[src/rtl/shared_unit_arbiter.sv]
// rtl/shared_unit_arbiter.sv - round-robin arbiter for one shared logic unit (optional SHARED_ARB_TIMEOUT_EN)
module shared_unit_arbiter #(
    parameter int NUM_REQ  = 4,
    parameter int ID_WIDTH = 2,
    parameter int HOLD_MAX = 15
) (
    input  logic                Clock,
    input  logic                Reset_n,
    input  logic [NUM_REQ-1:0]  Request,
    output logic [NUM_REQ-1:0]  Grant,
    output logic [ID_WIDTH-1:0] Grant_Id,
    output logic                Busy,
    output logic                Timeout
);

    typedef enum logic {
        S_IDLE  = 1'b0,
        S_GRANT = 1'b1
    } state_t;

    state_t               state_q;
    logic [ID_WIDTH-1:0]  ptr_q;
    logic [ID_WIDTH-1:0]  ptr_d;
    logic [NUM_REQ-1:0]   eligible;
    logic                 sel_found;
    logic [ID_WIDTH-1:0]  sel_idx;
    logic [NUM_REQ-1:0]   sel_onehot;

`ifdef SHARED_ARB_TIMEOUT_EN
    localparam int CNT_W = $clog2(HOLD_MAX + 1);

    logic [CNT_W-1:0]     hold_q;
    logic [NUM_REQ-1:0]   mask_q;
    logic                 hold_expired;

    // Requesters revoked by the watchdog stay ineligible until they drop their request
    assign eligible     = Request & ~mask_q;
    assign hold_expired = (hold_q == CNT_W'(HOLD_MAX - 1));
`else
    assign eligible = Request;
`endif

    // Pointer for the next arbitration once the current owner leaves
    assign ptr_d = (Grant_Id == ID_WIDTH'(NUM_REQ - 1)) ? '0 : Grant_Id + 1'b1;

    // First eligible requester at or after the pointer, wrapping to index 0
    always_comb begin
        int unsigned p;
        sel_found = 1'b0;
        sel_idx   = '0;
        p         = 0;
        for (int k = 0; k < NUM_REQ; k++) begin
            p = int'(ptr_q) + k;
            if (p >= NUM_REQ) begin
                p = p - NUM_REQ;
            end
            if (!sel_found && eligible[ID_WIDTH'(p)]) begin
                sel_found = 1'b1;
                sel_idx   = ID_WIDTH'(p);
            end
        end
        sel_onehot = NUM_REQ'(1) << sel_idx;
    end

    // Arbitration FSM; grant outputs are registered, handover always passes through IDLE
    always_ff @(posedge Clock) begin
        if (!Reset_n) begin
            state_q  <= S_IDLE;
            Grant    <= '0;
            Grant_Id <= '0;
            Busy     <= 1'b0;
            Timeout  <= 1'b0;
            ptr_q    <= '0;
`ifdef SHARED_ARB_TIMEOUT_EN
            hold_q   <= '0;
            mask_q   <= '0;
`endif
        end else begin
            Timeout <= 1'b0;
`ifdef SHARED_ARB_TIMEOUT_EN
            // A revoked requester is forgiven on the first edge it is seen low
            mask_q  <= mask_q & Request;
`endif
            case (state_q)
                S_IDLE: begin
                    if (sel_found) begin
                        state_q  <= S_GRANT;
                        Grant    <= sel_onehot;
                        Grant_Id <= sel_idx;
                        Busy     <= 1'b1;
`ifdef SHARED_ARB_TIMEOUT_EN
                        hold_q   <= '0;
`endif
                    end
                end
                S_GRANT: begin
                    if (!Request[Grant_Id]) begin
                        state_q  <= S_IDLE;
                        Grant    <= '0;
                        Grant_Id <= '0;
                        Busy     <= 1'b0;
                        ptr_q    <= ptr_d;
`ifdef SHARED_ARB_TIMEOUT_EN
                    end else if (hold_expired) begin
                        state_q          <= S_IDLE;
                        Grant            <= '0;
                        Grant_Id         <= '0;
                        Busy             <= 1'b0;
                        ptr_q            <= ptr_d;
                        Timeout          <= 1'b1;
                        mask_q[Grant_Id] <= 1'b1;
                    end else begin
                        hold_q <= hold_q + 1'b1;
`endif
                    end
                end
                default: begin
                    state_q <= S_IDLE;
                end
            endcase
        end
    end

endmodule

[config.mk]
export PLATFORM = sky130hd
export DESIGN_NAME = shared_unit_arbiter
export DESIGN_NICKNAME = d
export VERILOG_FILES = /design/src/rtl/shared_unit_arbiter.sv
export SDC_FILE = /design/constraint.sdc
export NUM_CORES = 1
export LEC_CHECK = 0
export ABC_AREA = 1
export CAP_MARGIN = 10
export CORE_AREA = 2 2 46 48
export CTS_BUF_LIST = sky130_fd_sc_hd__clkbuf_4 sky130_fd_sc_hd__clkbuf_8 sky130_fd_sc_hd__clkbuf_16
export CTS_CLUSTER_DIAMETER = 80
export DETAILED_ROUTE_END_ITERATION = 8
export DIE_AREA = 0 0 48 50
export DONT_BUFFER_PORTS = 1
export SLEW_MARGIN = 25
export SYNTH_ARGS = -nofsm -noshare
export SYNTH_HDL_FRONTEND = slang
export SYNTH_SLANG_ARGS = --single-unit
export TNS_END_PERCENT = 5
[constraint.sdc]
create_clock -name Clock -period 1.8 [get_ports Clock]
set_input_delay 0.45 -clock Clock [delete_from_list [all_inputs] [get_ports Clock]]
set_output_delay 0.45 -clock Clock [all_outputs]
set_load 0.05 [all_outputs]
* Word-level counts from Yosys, hierarchy flattened
Index checks and enable logic that the tools add are counted.
** Word-level totals
- Output and inout bits :: 8
- Input port bits :: 6
- Word-level logic and storage cells :: 71
- Register bits after elaboration :: 10
** Cells by class
- Bitwise operators :: 2
- Equal/unequal tests :: 3
- Mux-type cells :: 35
- Shifts and indexed selects :: 1
- $add $sub $neg :: 8
- Reduce and logical (&&, ||, !) cells :: 8
- $lt $le $gt $ge :: 9
** Operator list (count)
- 2-bit 2-to-1 mux :: 11
- 2-bit by 3-bit less-than comparator with 1-bit output, second input constant :: 5
- 1-bit 2-to-1 mux :: 13
- 1-bit binary-select mux with 2-bit select :: 5
- 3-bit greater-or-equal comparator, second input constant :: 3
- 4-bit 2-to-1 mux :: 2
- 4-bit case mux with 2 select lines :: 1
- 2-bit by 1-bit subtractor with 2-bit output, second input constant :: 4
- 2-bit by 2-bit adder with 3-bit output, second input constant :: 2
- 2-bit != test, second input constant :: 2
- 1-bit case mux with 2 select lines :: 2
- 2-bit case mux with 2 select lines :: 1
- 2-bit AND reduction :: 2
- 1-bit by 2-bit << shifter with 4-bit output, first input constant :: 1
- 2-bit by 1-bit adder with 3-bit output, second input constant :: 1
- 2-bit by 3-bit greater-or-equal comparator with 1-bit output, second input constant :: 1
- 1-bit logical AND :: 3
- 1-bit logical NOT :: 3
- 2-bit by 1-bit adder with 2-bit output, second input constant :: 1
- 2-bit == test, second input constant :: 1
- 1-bit inverter :: 2

* Depth between registers and ports, before layout
Gate-level depths: netlist of the first run.
- Depth after elaboration :: 17
- Gate-level depth with buffers :: 14
- Depth with buffers taken out :: 13

* Worst setup path before layout of the first run
No wires, ideal clock.
- Path type :: flip-flop to flip-flop
- Start :: reg Grant_Id[0]
- End :: reg Grant_Id[1]
- Arrival :: 1541 ps
- Required time :: 1730 ps
- Setup slack :: 189 ps
- Stages on the path, launching flop included :: 5
- Buffers on the path :: 0
- Setup time :: 70 ps
- Clock period less this slack :: 1611 ps
- Path through :: dfxtp_1 o21ai_0 o221ai_2 nand3_1 a21oi_1
** Between the ends
- Word-level cells in the longest chain between the ends :: 4
** RTL lines
- start, declared :: line 11 : output logic [ID_WIDTH-1:0] Grant_Id,
- start signal, assigned :: line 89 : Grant_Id <= sel_idx;
- 1-bit binary-select mux with 2-bit select :: line 97 : if (!Request[Grant_Id]) begin
- 1-bit 2-to-1 mux (not written as such) :: line 97
- 2-bit != test (no source line)
- 2-bit AND reduction (no source line)
Every way passes these cells. The select of a mux whose other input is x is not followed.
A chain may end at the register's enable or synchronous reset.

* Final worst setup path of the first run
- Start :: reg ptr_q[1]
- End :: reg Grant[0]
** Between the ends
- Word-level cells in the longest chain between the ends :: 17
- Elaborated cells on any way between the ends :: 42
- Those cells by class :: 7 x add/sub; 4 x order compare; 1 x eq/ne; 1 x shift; 22 x mux; 7 x reduce/logical
** RTL lines
- start, declared :: line 22 : logic [ID_WIDTH-1:0] ptr_q;
- start signal, assigned :: line 102 : ptr_q <= ptr_d;
- parallel branches: the longest is 17 deep, another holds 2-bit by 1-bit adder with 3-bit output
- end signal, assigned :: line 88 : Grant <= sel_onehot;
- end, declared :: line 10 : output logic [NUM_REQ-1:0] Grant,
Parallel ways; which one is timed is not known. The select of a mux whose other input is x is not followed.

==> results by group, run 1 <==
Setup path
  • Startpoint types: flop
  • Setup CP Type: reg -> reg
  • CP bufs+invs: 2
  • Worst reg2reg path depth: 13
  • Worst R2R Setup Slack: 0.23 ns
  • Reg-to-Reg End: Grant[0]
  • Worst Path Required: 1.95 ns
  • Crit end category: flop
  • Critical Path Max Stage Delay: 0.41 ns
  • Crit-path cells: inv_1 > nand2_1 > nand2_2 > nand2_2 > nand2_2 > nor2_4 > nand3_2 > nand2_4 > inv_2 > nand2_1 > nor2_1 > nor2_1 > nor2_1
  • Crit path max-delay family: simple AND/OR/NAND/NOR gates
  • Reg2reg start: ptr_q[1]
  • Critical Path Slowest Stage Cell: dfxtp_1
  • CP arrival: 1.72 ns
  • Worst-path fanout max: 7

Drt
  • DR vias/cell: 4.885
  • Post-route ant nets: 0
  • Routed Wire Length: 1569 µm
  • DRT iter0 DRCs: 16
  • Routed wire per std cell: 10.60 µm
  • Vias post-DR: 723
  • DR DRC count: 0
  • Drt pass-1 iters: 4

Yosys
  • Top cells by area, synth: dfxtp_1, nand2_1, inv_1
  • YS warnings: 0
  • Post-synth ARST share: 0%
  • Mapped Cells: 118
  • Mapped Area: 735.7 µm²
  • Seq cells post-synth: 10
  • Post-synth EDFFs: 0
  • Sequential share of the synthesized area: 27.21%
  • Main synth FF type: dfxtp_1
  • Largest area contributor in the netlist: dfxtp_1
  • Syn avg cell area: 6.235 µm²
  • Most common library cells after synthesis: nand2_1, inv_1, dfxtp_1, nand3_1, nor2_1
  • Count leader, synth: nand2_1
  • Unique cell type count in the Yosys netlist: 25
  • Syn Nets: 125
  • Synth top area share: 27.21%

Final layout
  • Share of layout cells above drive strength 1: 19.01%
  • Fin util: 41.51%
  • Nets: 130
  • Final instance area: 789.5 µm²
  • Fill count: 206
  • Antenna diode count: 0
  • Syn-to-layout area delta: 7.313%
  • Finished Layout Cells: 148

Place
  • Placed Area: 765.7 µm²
  • IO buf count: 0
  • Placed cell count: 145
  • Placer Congestion: 0.8769
  • Hpwl dp: 1229 µm

STA
  • Setup Skew: 0.0002090 ns
  • Relative slew margins: 63.51%
  • Worst slew pin tran: 0.5473 ns
  • Minimum clock period: 1.569 ns
  • Final hold viol count: 0
  • Final setup vio count: 0
  • Slew Viols, Final: 0
  • Setup TNS: 0 ns
  • Fmax: 0.6375 GHz
  • RSZ-0062 raised after global routing: no
  • Final Cycle Share: 87.15%

Floorplanning
  • Initial Util: 38.68%
  • Die height: 50 µm
  • Die area: 2400 µm²
  • Core Region: 1902 µm²
  • Rows: 16
  • IO Pins: 14
  • Horiz. Die Dim: 48 µm

Power and ir drop
  • Pwr/cell area: 2085 nW/µm²
  • VDD IR max: 1004 µV
  • Leak pwr: 0.3950 nW

GRT
  • Vias in the first global route: 637
  • First-pass GRT wire length: 2649 µm
  • Total track usage: 15.00%
  • Overflow after GRT: 0
  • Largest net degree at the start of global routing: 11
  • Initial antenna violation count: 0

Clocking
  • Clk Latency, worst-skew pair: 0.26 ns
  • CTS Buf Count: 3
  • Root buffer cell: clkbuf_4
  • Clock Sinks: 10
  • CTS tree: yes
  • # H-tree levels: 1
  • Clk buf depth: 2
  • Clock transition at the registers of the reported paths: 0.06 ns
  • Hold_buf cts: 0

Flow run
  • Maxcap violations: 0

Min path
  • WHS Path Cells: 1
  • Min-delay src: Reset_n
  • Hold Path Class: in -> reg
  • Hold endpoint: Grant_Id[0]

Outcome
  • Status: finished, final reports clean
## worst max path at each step
stage,slack [ns],start,depth (start not counted),endpoint
global route,0.07,ptr_q[1],12,Grant[3]
global placement,0.17,ptr_q[0],13,Grant[0]
floorplan,0.19,Grant_Id[0],4,Grant_Id[1]
detailed placement,0.14,ptr_q[0],13,Grant[0]
CTS,0.13,ptr_q[0],13,Grant[0]
finish,0.23,ptr_q[1],13,Grant[0]
## cell families (layout without fill, tap and decap cells)
kind of cell               after synthesis  after routing  synth area share, %
buffers and inverters                   19             22                11.90
DFF                                     10             10                27.21
other                                    1              1               0.5097
AOI/OAI and AO/OA                       14             14                12.07
adders and majority gates                1              1                1.700
and+or+nand+nor                         73             73                46.60
## registers in the layout, summed over array words and instances, names as in the netlist
name	count
Grant	4
Busy	1
Grant_Id	2
ptr_q	2
state_q	1
## metrics by stage
step	power (mW)	hold WS (ns)	setup WS (ns)
finish	1.646	0.3038	0.2313
global route	1.811	0.2976	0.06701
CTS	1.650	0.3062	0.1289
detailed placement	1.499	0.5413	0.1429
global placement	1.491	0.5422	0.1679
floorplan	1.331	0.5013	0.1891
## routing by layer
| metal | GRT usage, % | up-vias | part of all wire, % | routed length [µm] |
|---|---|---|---|---|
| li1 | - | 378 | - | - |
| met1 | 19.91 | 319 | 44 | 691 |
| met2 | 23.11 | 22 | 49 | 767 |
| met3 | 3.297 | 4 | 5.9 | 92 |
| met4 | 5.405 | 0 | 1.1 | 18 |
| met5 | 0 | - | 0 | 0 |
## worst reg2reg max path, cell delays in order, from the launching register on
cell and delay (ns):
dfxtp_1 0.41, inv_1 0.14, nand2_1 0.11, nand2_2 0.09
nand2_2 0.07, nand2_2 0.06, nor2_4 0.10, nand3_2 0.10
nand2_4 0.13, inv_2 0.05, nand2_1 0.05, nor2_1 0.04
nor2_1 0.08, nor2_1 0.04
## final cells by class
type	count	area (µm²)	share of cell area, %
multi-input combinational	89	447.9	56.74
sequential	10	201.4	25.52
inverter	17	68.82	8.716
tap	27	33.78	4.279
clock buffer	3	22.52	2.853
timing repair buffer	2	15.01	1.902
## cell usage in the layout (no fill, tap or decap), types with 2 or more instances in the layout
cell	n
buf_4	2
nand2_1	39
nand2_2	8
nand3_1	10
nor2_2	2
clkbuf_4	3
a21oi_1	5
nand2_4	2
dfxtp_1	9
o21ai_0	3
nor2_1	9
inv_1	15
## where the power goes
| group | internal [mW] | switching (mW) |
|---|---|---|
| Sequential | 0.310 | 0.212 |
| Combinational | 0.312 | 0.664 |
| Clock | 0.0771 | 0.0716 |
| Total | 0.698 | 0.948 |
## repair_timing
item	CTS	global route
resized for setup	0	1
setup buffers	0	0
endpoints found under the setup margin	0	3
hold endpoints to repair	0	0
Power figures use the tool's default switching activity.
==> run 2, diff against run 1 <==
--- a/config.mk
+++ b/config.mk
@@ -13,6 +13,7 @@
 export DETAILED_ROUTE_END_ITERATION = 8
 export DIE_AREA = 0 0 48 50
 export DONT_BUFFER_PORTS = 1
+export PLACE_DENSITY = 0.55
 export SLEW_MARGIN = 25
 export SYNTH_ARGS = -nofsm -noshare
 export SYNTH_HDL_FRONTEND = slang
==> constraint.sdc (replaced) <==
create_clock -name Clock -period 1.8 [get_ports Clock]
set_input_delay 0.18 -clock Clock [delete_from_list [all_inputs] [get_ports Clock]]
set_output_delay 0.18 -clock Clock [all_outputs]
set_load 0.05 [all_outputs]
==> run 2 against run 1 <==
Against the previous run:
- maximum frequency up 0.95%
- clock power rose by 36%
- hold slack got worse by 0.28 ns
- die area is the same
- sequential cell count did not move
- highest routed layer unchanged
- via count is 0.55% lower
- sequential share of layout area is 0.67 points lower
- combinational power grew 6%
- register-to-register slack barely moved
==> results by group, run 2 (synthesis results as in run 1) <==
Floorplanning
  • Die height: 50 µm
  • IO Pins: 14
  • Core Region: 1902 µm²
  • Horiz. Die Dim: 48 µm
  • Rows: 16
  • Initial Util: 38.68%
  • Die area: 2400 µm²

Drt
  • Drt pass-1 iters: 4
  • DR DRC count: 0
  • Routed wire per std cell: 11.25 µm
  • Routed Wire Length: 1688 µm
  • Vias post-DR: 719
  • Post-route ant nets: 0
  • DR vias/cell: 4.793
  • DRT iter0 DRCs: 13

STA
  • Fmax: 0.6435 GHz
  • Minimum clock period: 1.554 ns
  • RSZ-0062 raised after global routing: no
  • Setup Skew: 0.007863 ns
  • Final setup vio count: 0
  • Final Cycle Share: 86.33%
  • Relative slew margins: 62.75%
  • Worst slew pin tran: 0.5587 ns
  • Final hold viol count: 0
  • Slew Viols, Final: 0
  • Worst Hold Slack: 0.02262 ns
  • Setup TNS: 0 ns

Place
  • Placer Congestion: 0.8026
  • IO buf count: 0
  • Placed cell count: 146
  • Hpwl dp: 1359 µm

Power and ir drop
  • VDD IR max: 1040 µV
  • Pwr/cell area: 2131 nW/µm²
  • Leak pwr: 0.4076 nW

Final layout
  • Commonest non-fill, non-tap cells in the layout: nand2_1, inv_1, nand3_1
  • Fill count: 227
  • Top flop regs: Grant x4, Grant_Id x2, ptr_q x2
  • Top reg by flops: Grant
  • Nets: 131
  • Commonest non-fill, non-tap cell in the layout: nand2_1
  • Finished Layout Cells: 150
  • Syn-to-layout area delta: 10.20%
  • Max FFs per register: 4
  • Antenna diode count: 0
  • Share of layout cells above drive strength 1: 20.33%

Clocking
  • Clk buf depth: 2
  • Clock transition at the registers of the reported paths: 0.07 ns
  • Clk Latency, worst-skew pair: 0.27 ns
  • CTS Buf Count: 3
  • Setup Fix Bufs, Post-CTS: 0
  • Clock Sinks: 10
  • # H-tree levels: 1
  • Root buffer cell: clkbuf_4
  • CTS tree: yes

Min path
  • Hold endpoint: Grant_Id[0]
  • Min-delay src: Reset_n
  • WHS Path Cells: 1
  • Hold Path Class: in -> reg

GRT
  • Initial antenna violation count: 0
  • Total track usage: 16.20%
  • Vias in the first global route: 686
  • First-pass GRT wire length: 2842 µm
  • Overflow after GRT: 0
  • Largest net degree at the start of global routing: 11

Setup path
  • Crit end category: flop
  • Reg2reg start: ptr_q[1]
  • Worst reg2reg path depth: 13
  • Startpoint types: flop
  • CP arrival: 1.72 ns
  • Worst Path Required: 1.97 ns
  • Setup CP Type: reg -> reg
  • Worst R2R Setup Slack: 0.25 ns
  • Reg-to-Reg End: Grant[0]
  • Worst-path fanout max: 7

Outcome
  • Status: finished, final reports clean

Flow run
  • Maxcap violations: 0
-- run 2: changes by cell type in the layout (fill, tap and decap cells not counted), sizes merged --
cell    delta
clkbuf     +1
buf        +1
-- run 2: what timing repair did --
item,CTS,global route
gates resized for setup,0,1
endpoints found under the setup margin,0,5
hold buffers,0,0
-- run 2: how the worst max path moves through the flow --
stage | to | slack, ns | cells after the start | start
floorplan | Grant_Id[1] | 0.19 | 4 | Grant_Id[0]
global placement | Grant[0] | 0.18 | 11 | ptr_q[0]
detailed placement | Grant[0] | 0.12 | 11 | ptr_q[0]
CTS | Grant[0] | 0.10 | 11 | ptr_q[0]
global route | Grant[0] | 0.1 | 11 | ptr_q[0]
finish | Grant[0] | 0.25 | 13 | ptr_q[1]
-- run 2: layout make-up --
cell class / count / area (µm²) / share of cell area, %
sequential: 10 / 201.4 / 24.85
inverter: 17 / 68.82 / 8.488
multi-input combinational: 89 / 447.9 / 55.25
clock buffer: 4 / 36.28 / 4.475
timing repair buffer: 3 / 22.52 / 2.778
tap: 27 / 33.78 / 4.167
-- run 2: metal layers --
layer  part of all wire (%)  GRT usage (%)
met1                     43          19.47
met2                     52          27.11
met3                    2.7          1.465
met4                    2.3          8.108
met5                      0              0
-- run 2: per-stage QoR --
step	power [mW]	setup WS (ns)	instance area (µm²)	util (%)
after floorplan	1.331	0.1891	735.7	-
after global placement	1.504	0.1773	773.2	40.66
after detailed placement	1.531	0.1157	773.2	40.66
after CTS	1.739	0.1019	809.5	42.57
after global routing	1.874	0.09793	810.8	42.63
final	1.728	0.2461	810.8	42.63
-- run 2: critical path: stages (launching register included) --
cell and delay, ns:
dfxtp_1 0.40, inv_1 0.13, nand2_1 0.10, nand2_2 0.09, nand2_2 0.07, nand2_2 0.06
nor2_4 0.10, nand3_2 0.11, nand2_4 0.13, inv_2 0.05, nand2_1 0.05, nor2_1 0.04
nor2_1 0.08, nor2_1 0.04
-- run 2: power by group --
| group | internal, mW | leakage (nW) | switching, mW |
|---|---|---|---|
| Clock | 0.123 | 0.0210 | 0.0791 |
| Combinational | 0.324 | 0.304 | 0.705 |
| Sequential | 0.310 | 0.0827 | 0.188 |
==> run 3, diff against run 2 <==
==> constraint.sdc (replaced) <==
create_clock -name Clock -period 1.8 [get_ports Clock]
set_input_delay 0.36 -clock Clock [delete_from_list [all_inputs] [get_ports Clock]]
set_output_delay 0.36 -clock Clock [all_outputs]
set_load 0.05 [all_outputs]
==> run 3 against run 2 <==
Against the previous run:
- worst setup slack gained 0.0044 ns
- cell area shrank 0.93%
- clock power is essentially flat
- via count shrank 2.4%
- global-route usage shrank 0.79 points
- power shrank 1.6%
- die area is the same
- sequential power grew 5.4%
- sequential share of layout area grew 0.23 points
- count of clock-buffer cells in the layout is the same
- final cell count shrank 0.67%
- critical path type unchanged
- highest routed layer unchanged
==> results by group, run 3 (synthesis results as in run 1) <==
Min path
  • Hold Path Class: in -> reg

Final layout
  • Syn-to-layout area delta: 9.184%
  • Final instance area: 803.3 µm²
  • Share of layout cells above drive strength 1: 19.67%
  • Max FFs per register: 4
  • Commonest non-fill, non-tap cells in the layout: nand2_1, inv_1, nand3_1
  • Top flop regs: Grant x4, Grant_Id x2, ptr_q x2
  • Finished Layout Cells: 149
  • Commonest non-fill, non-tap cell in the layout: nand2_1
  • Nets: 130
  • Top reg by flops: Grant
  • Fill count: 218
  • Antenna diode count: 0

STA
  • Worst slew pin tran: 0.5497 ns
  • Slew Viols, Final: 0
  • Final Cycle Share: 86.08%
  • Final hold viol count: 0
  • Fmax: 0.6454 GHz
  • Setup TNS: 0 ns
  • RSZ-0062 raised after global routing: no
  • Relative slew margins: 63.35%
  • Minimum clock period: 1.550 ns
  • Worst Hold Slack: 0.2040 ns
  • Setup Skew: 0.006059 ns
  • Final setup vio count: 0
  • Final worst setup slack: 0.2505 ns

GRT
  • First-pass GRT wire length: 2711 µm
  • Overflow after GRT: 0
  • Initial antenna violation count: 0
  • Total track usage: 15.41%
  • Vias in the first global route: 646
  • Largest net degree at the start of global routing: 11

Setup path
  • Crit end category: flop
  • CP arrival: 1.72 ns
  • Startpoint types: flop
  • Setup CP Type: reg -> reg
  • Worst-path fanout max: 10
  • Worst Path Required: 1.97 ns

Drt
  • DR DRC count: 0
  • Vias post-DR: 702
  • Routed Wire Length: 1577 µm
  • DR vias/cell: 4.711
  • Post-route ant nets: 0
  • DRT iter0 DRCs: 16
  • Routed wire per std cell: 10.58 µm
  • Drt pass-1 iters: 4

Place
  • Placed cell count: 145
  • IO buf count: 0
  • Hpwl dp: 1307 µm
  • Placed Area: 765.7 µm²
  • Setup WS pre-CTS: 0.1163 ns
  • Placer Congestion: 0.8158

Power and ir drop
  • Pwr/cell area: 2116 nW/µm²
  • Leak pwr: 0.4022 nW
  • VDD IR max: 872.0 µV

Floorplanning
  • Rows: 16
  • Initial Util: 38.68%
  • Die area: 2400 µm²
  • IO Pins: 14
  • Core Region: 1902 µm²
  • Die height: 50 µm
  • Horiz. Die Dim: 48 µm

Clocking
  • CTS Buf Count: 3
  • Setup Fix Bufs, Post-CTS: 0
  • Clk buf depth: 2
  • CTS tree: yes
  • Hold_buf cts: 0
  • Clock transition at the registers of the reported paths: 0.07 ns
  • Root buffer cell: clkbuf_4
  • Clock Sinks: 10
  • Clk Latency, worst-skew pair: 0.27 ns
  • # H-tree levels: 1

Flow run
  • Maxcap violations: 0

Outcome
  • Status: finished, final reports clean
-- run 3: changes by cell type in the layout (fill, tap and decap cells not counted), sizes merged --
cell / before / now
buf: 3 / 2
-- run 3: timing repair --
item	in CTS	in global routing
endpoints found under the setup margin	0	6
gates resized for setup	0	1
endpoints found under the hold margin	0	0
-- run 3: routing by layer --
| metal | part of all wire (%) | vias to the layer above | global-route usage, % | wire length (µm) |
|---|---|---|---|---|
| li1 | - | 376 | - | - |
| met1 | 45 | 315 | 20.04 | 712 |
| met2 | 50 | 9 | 24.89 | 791 |
| met3 | 3.0 | 2 | 1.099 | 47 |
| met4 | 1.6 | 0 | 6.757 | 26 |
| met5 | 0 | - | 0 | 0 |
-- run 3: path summary, 6_finish.rpt --
check                                   end  cells after the start  slack, ns      from
worst min register to register      state_q                      2       0.57   state_q
worst min-delay path            Grant_Id[0]                      1       0.20   Reset_n
worst max-delay path               Grant[0]                     11       0.25  ptr_q[0]
worst max register to register     Grant[0]                     11       0.25  ptr_q[0]
-- run 3: layout make-up --
cell class	instances	area, µm²	area share, %
Clock buffer	4	36.28	4.517
Inverter	17	68.82	8.567
Multi-Input combinational cell	89	447.9	55.76
Sequential cell	10	201.4	25.08
Tap cell	27	33.78	4.206
Timing Repair Buffer	2	15.01	1.869
-- run 3: power by group --
part / internal (mW) / switching [mW] / total [mW]
sequential: 0.310 / 0.215 / 0.524
combinational: 0.312 / 0.661 / 0.973
clock: 0.123 / 0.0797 / 0.203
-- run 3: worst max-delay path, stage by stage (launching register included) --
cell     delay, ns
dfxtp_2       0.45
nand2_1       0.11
nand3_1       0.13
nand2_1       0.13
nor2_4        0.15
nand3_2       0.10
nand2_4       0.13
inv_2         0.04
nand2_1       0.05
nor2_1        0.04
nor2_1        0.08
nor2_1        0.04
-- run 3: stage by stage --
step | utilization, % | power [mW]
detailed placement | 40.26 | 1.511
CTS | 42.17 | 1.718
finish | 42.24 | 1.700
floorplan | - | 1.331
global route | 42.24 | 1.861
global placement | 40.26 | 1.492
==> patch: new RTL, flow settings as in run 1 <==
Make the reset (`Reset_n`) asynchronous in one clocked block.
--- a/src/rtl/shared_unit_arbiter.sv
+++ b/src/rtl/shared_unit_arbiter.sv
@@ -63,7 +63,7 @@
     end
 
     // Arbitration FSM; grant outputs are registered, handover always passes through IDLE
-    always_ff @(posedge Clock) begin
+    always_ff @(posedge Clock or negedge Reset_n) begin
         if (!Reset_n) begin
             state_q  <= S_IDLE;
             Grant    <= '0;
Function: differs if Reset_n is asserted again (counterexample within 4 cycles, from zero or initial values and one cycle with Reset_n low); with Reset_n held inactive, the same outputs for 10 cycles.
==> patch against run 1 <==
Utilization up 1.1 points. Sequential share of layout area rose by 5.6 points. Synthesized area shrank 0.51%. Wire length shrank 1.8%. First-iteration DRC count rose by 63%. Design area increased by 2.5%. Worst hold slack improved by 0.26 ns. Maximum frequency shrank 1.2%. Setup slack got worse by 0.019 ns. Sequential cell count unchanged. Synthesized cell count is 4.2% lower. Critical path type unchanged. Critical endpoint is now Grant[3]$_DFFE_PN0P_. Largest cell class unchanged.
Power is left out: the tool's default activity adds up to more than one toggle a clock period on the data nets, which glitch-free logic cannot reach.
==> patch: results (changes against run 1) <==
Global routing
  – Largest net degree at the start of global routing: 12 (+1)
  – First-pass GRT wire length: 2711 um (+2.3%)
  – Initial antenna violation count: 0 (unchanged)
  – Vias in the first global route: 669 (+5.0%)
  – GRT Total Usage: 15.21% (+0.21 points)

Clocking
  – Worst-skew pair later-pin latency: 0.26 ns (about the same)
  – CTS H-tree depth: 1 (unchanged)
  – CTS Root Cell: clkbuf_4
  – Clock-pin slew on the worst setup and hold paths: 0.06 ns (about the same)
  – Post-CTS Setup Bufs: 0 (unchanged)

Synth
  – Post-synthesis cell type count: 19 (-24%)
  – Syn avg cell area: 6.477 um2 (+3.9%)
  – Synthesized net count: 120 (-4.0%)
  – Sequential fraction of the synthesis area: 34.19% (+7.0 points)
  – Commonest cells in the netlist: nand2_1 (48), inv_1 (14), dfrtp_1 (10)
  – Prevailing post-synth register cell: dfrtp_1
  – Async SR Flop Fraction: 100.0% (+100 points)
  – EDFF count, synth: 0 (unchanged)
  – Largest cells by area after synthesis: dfrtp_1 (34%), nand2_1 (25%), inv_1 (7.2%)

Finish
  – FF+latch count: 10 (unchanged)
  – Top flop regs: Grant: 4 flops, Grant_Id: 2 flops, ptr_q: 2 flops
  – Bufs w/o clock: 3 (+1)
  – Clock buffers: 4 (+1)
  – Ant diodes: 0 (unchanged)
  – Buffering overhead: 3.091% (+1.2 points)
  – #MultiIn Comb: 84 (-5.6%)
  – Share of layout cells above drive strength 1: 18.64% (-0.36 points)
  – Nets@finish: 126 (-3.1%)
  – Fill cells: 211 (+2.4%)
  – Storage cell area: 251.5 um2 (+25%)
  – Inverters: 17 (unchanged)
  – Clk tree area frac: 4.482% (+1.6 points)
  – Non-filler cells, final: 145 (-2.0%)
  – Area grow syn2layout: 10.60%
  – Multi-input logic area: 399.1 um2 (-11%)

Place
  – Pre-CTS setup slack: 0.1759 ns (+0.03293 ns)
  – Placed Instances: 140 (-3.4%)
  – Hpwl dp: 1207 um (-1.9%)
  – Placed cell area: 762.0 um2 (-0.49%)
  – Routability cong.: 0.8082 (-7.8%)

Setup path
  – CP max FO: 11 (+4)
  – Crit-path slowest cell: dfrtp_2
  – Critical path's largest stage delay: 0.48 ns (+0.07 ns)

Route
  – DR WL met3: 91 um (-1.1%)
  – Routed wire length: 1541 um (-1.8%)
  – Vias: 692 (-4.3%)
  – Met2 layer wire length in the routed design: 759 um (-1.0%)
  – # DRC: 0 (unchanged)
  – Starting DRT DRC Count: 26 (+10)
  – Max Used Layer: met4
  – WL met1: 659 um (-4.6%)

Timing
  – Worst clock skew: 0.003370 ns (+0.003161 ns)

Worst hold path
  – Worst Hold Class: primary input to asynchronous set/reset pin

Run status
  – Outcome: completed
[patch: changes by cell type in the layout (fill, tap and decap cells not counted), sizes merged, moves of 2 or more]
| cell | before | now |
|---|---|---|
| a21oi | 5 | 3 |
| dfrtp | 0 | 10 |
| dfxtp | 10 | 0 |
| nand2 | 49 | 57 |
| nand3 | 11 | 8 |
| nor2 | 12 | 4 |
| o21ai | 4 | 8 |
[patch: kinds of logic (layout without fill, tap and decap cells)]
group / count (synthesis) / in the layout / share of synthesized area, %
buffers and inverters: 19 / 24 / 11.28
adders and majority gates: 1 / 1 / 1.709
other: 1 / 1 / 0.5123
AOI/OAI and AO/OA: 12 / 12 / 8.547
and+or+nand+nor: 70 / 70 / 43.76
DFF: 10 / 10 / 34.19
[patch: per-layer routing]
metal / track usage [%] / vias up
met5: 0 / -
met4: 5.405 / 0
met3: 1.832 / 7
met2: 24.67 / 26
met1: 20.00 / 303
li1: - / 356
[patch: final timing paths]
path                                              start                   end  slack, ns  depth (start not counted)
worst max-delay path               ptr_q[0]$_DFFE_PN0P_  Grant[3]$_DFFE_PN0P_       0.21                         11
worst min-delay path                            Reset_n      Busy$_DFFE_PN0P_       0.56                          1
worst max register to register     ptr_q[0]$_DFFE_PN0P_  Grant[3]$_DFFE_PN0P_       0.21                         11
worst min register to register  Grant_Id[0]$_DFFE_PN0P_  ptr_q[0]$_DFFE_PN0P_       0.58                          1
max in group asynchronous                       Reset_n  ptr_q[0]$_DFFE_PN0P_       0.91                          1
min in group Clock              Grant_Id[0]$_DFFE_PN0P_  ptr_q[0]$_DFFE_PN0P_       0.58                          1
[patch: timing repair]
action	4_1_cts	5_1_grt
hold endpoints to repair	10	0
setup endpoints to repair	0	5
hold buffers	1	0
gates resized for setup	0	1
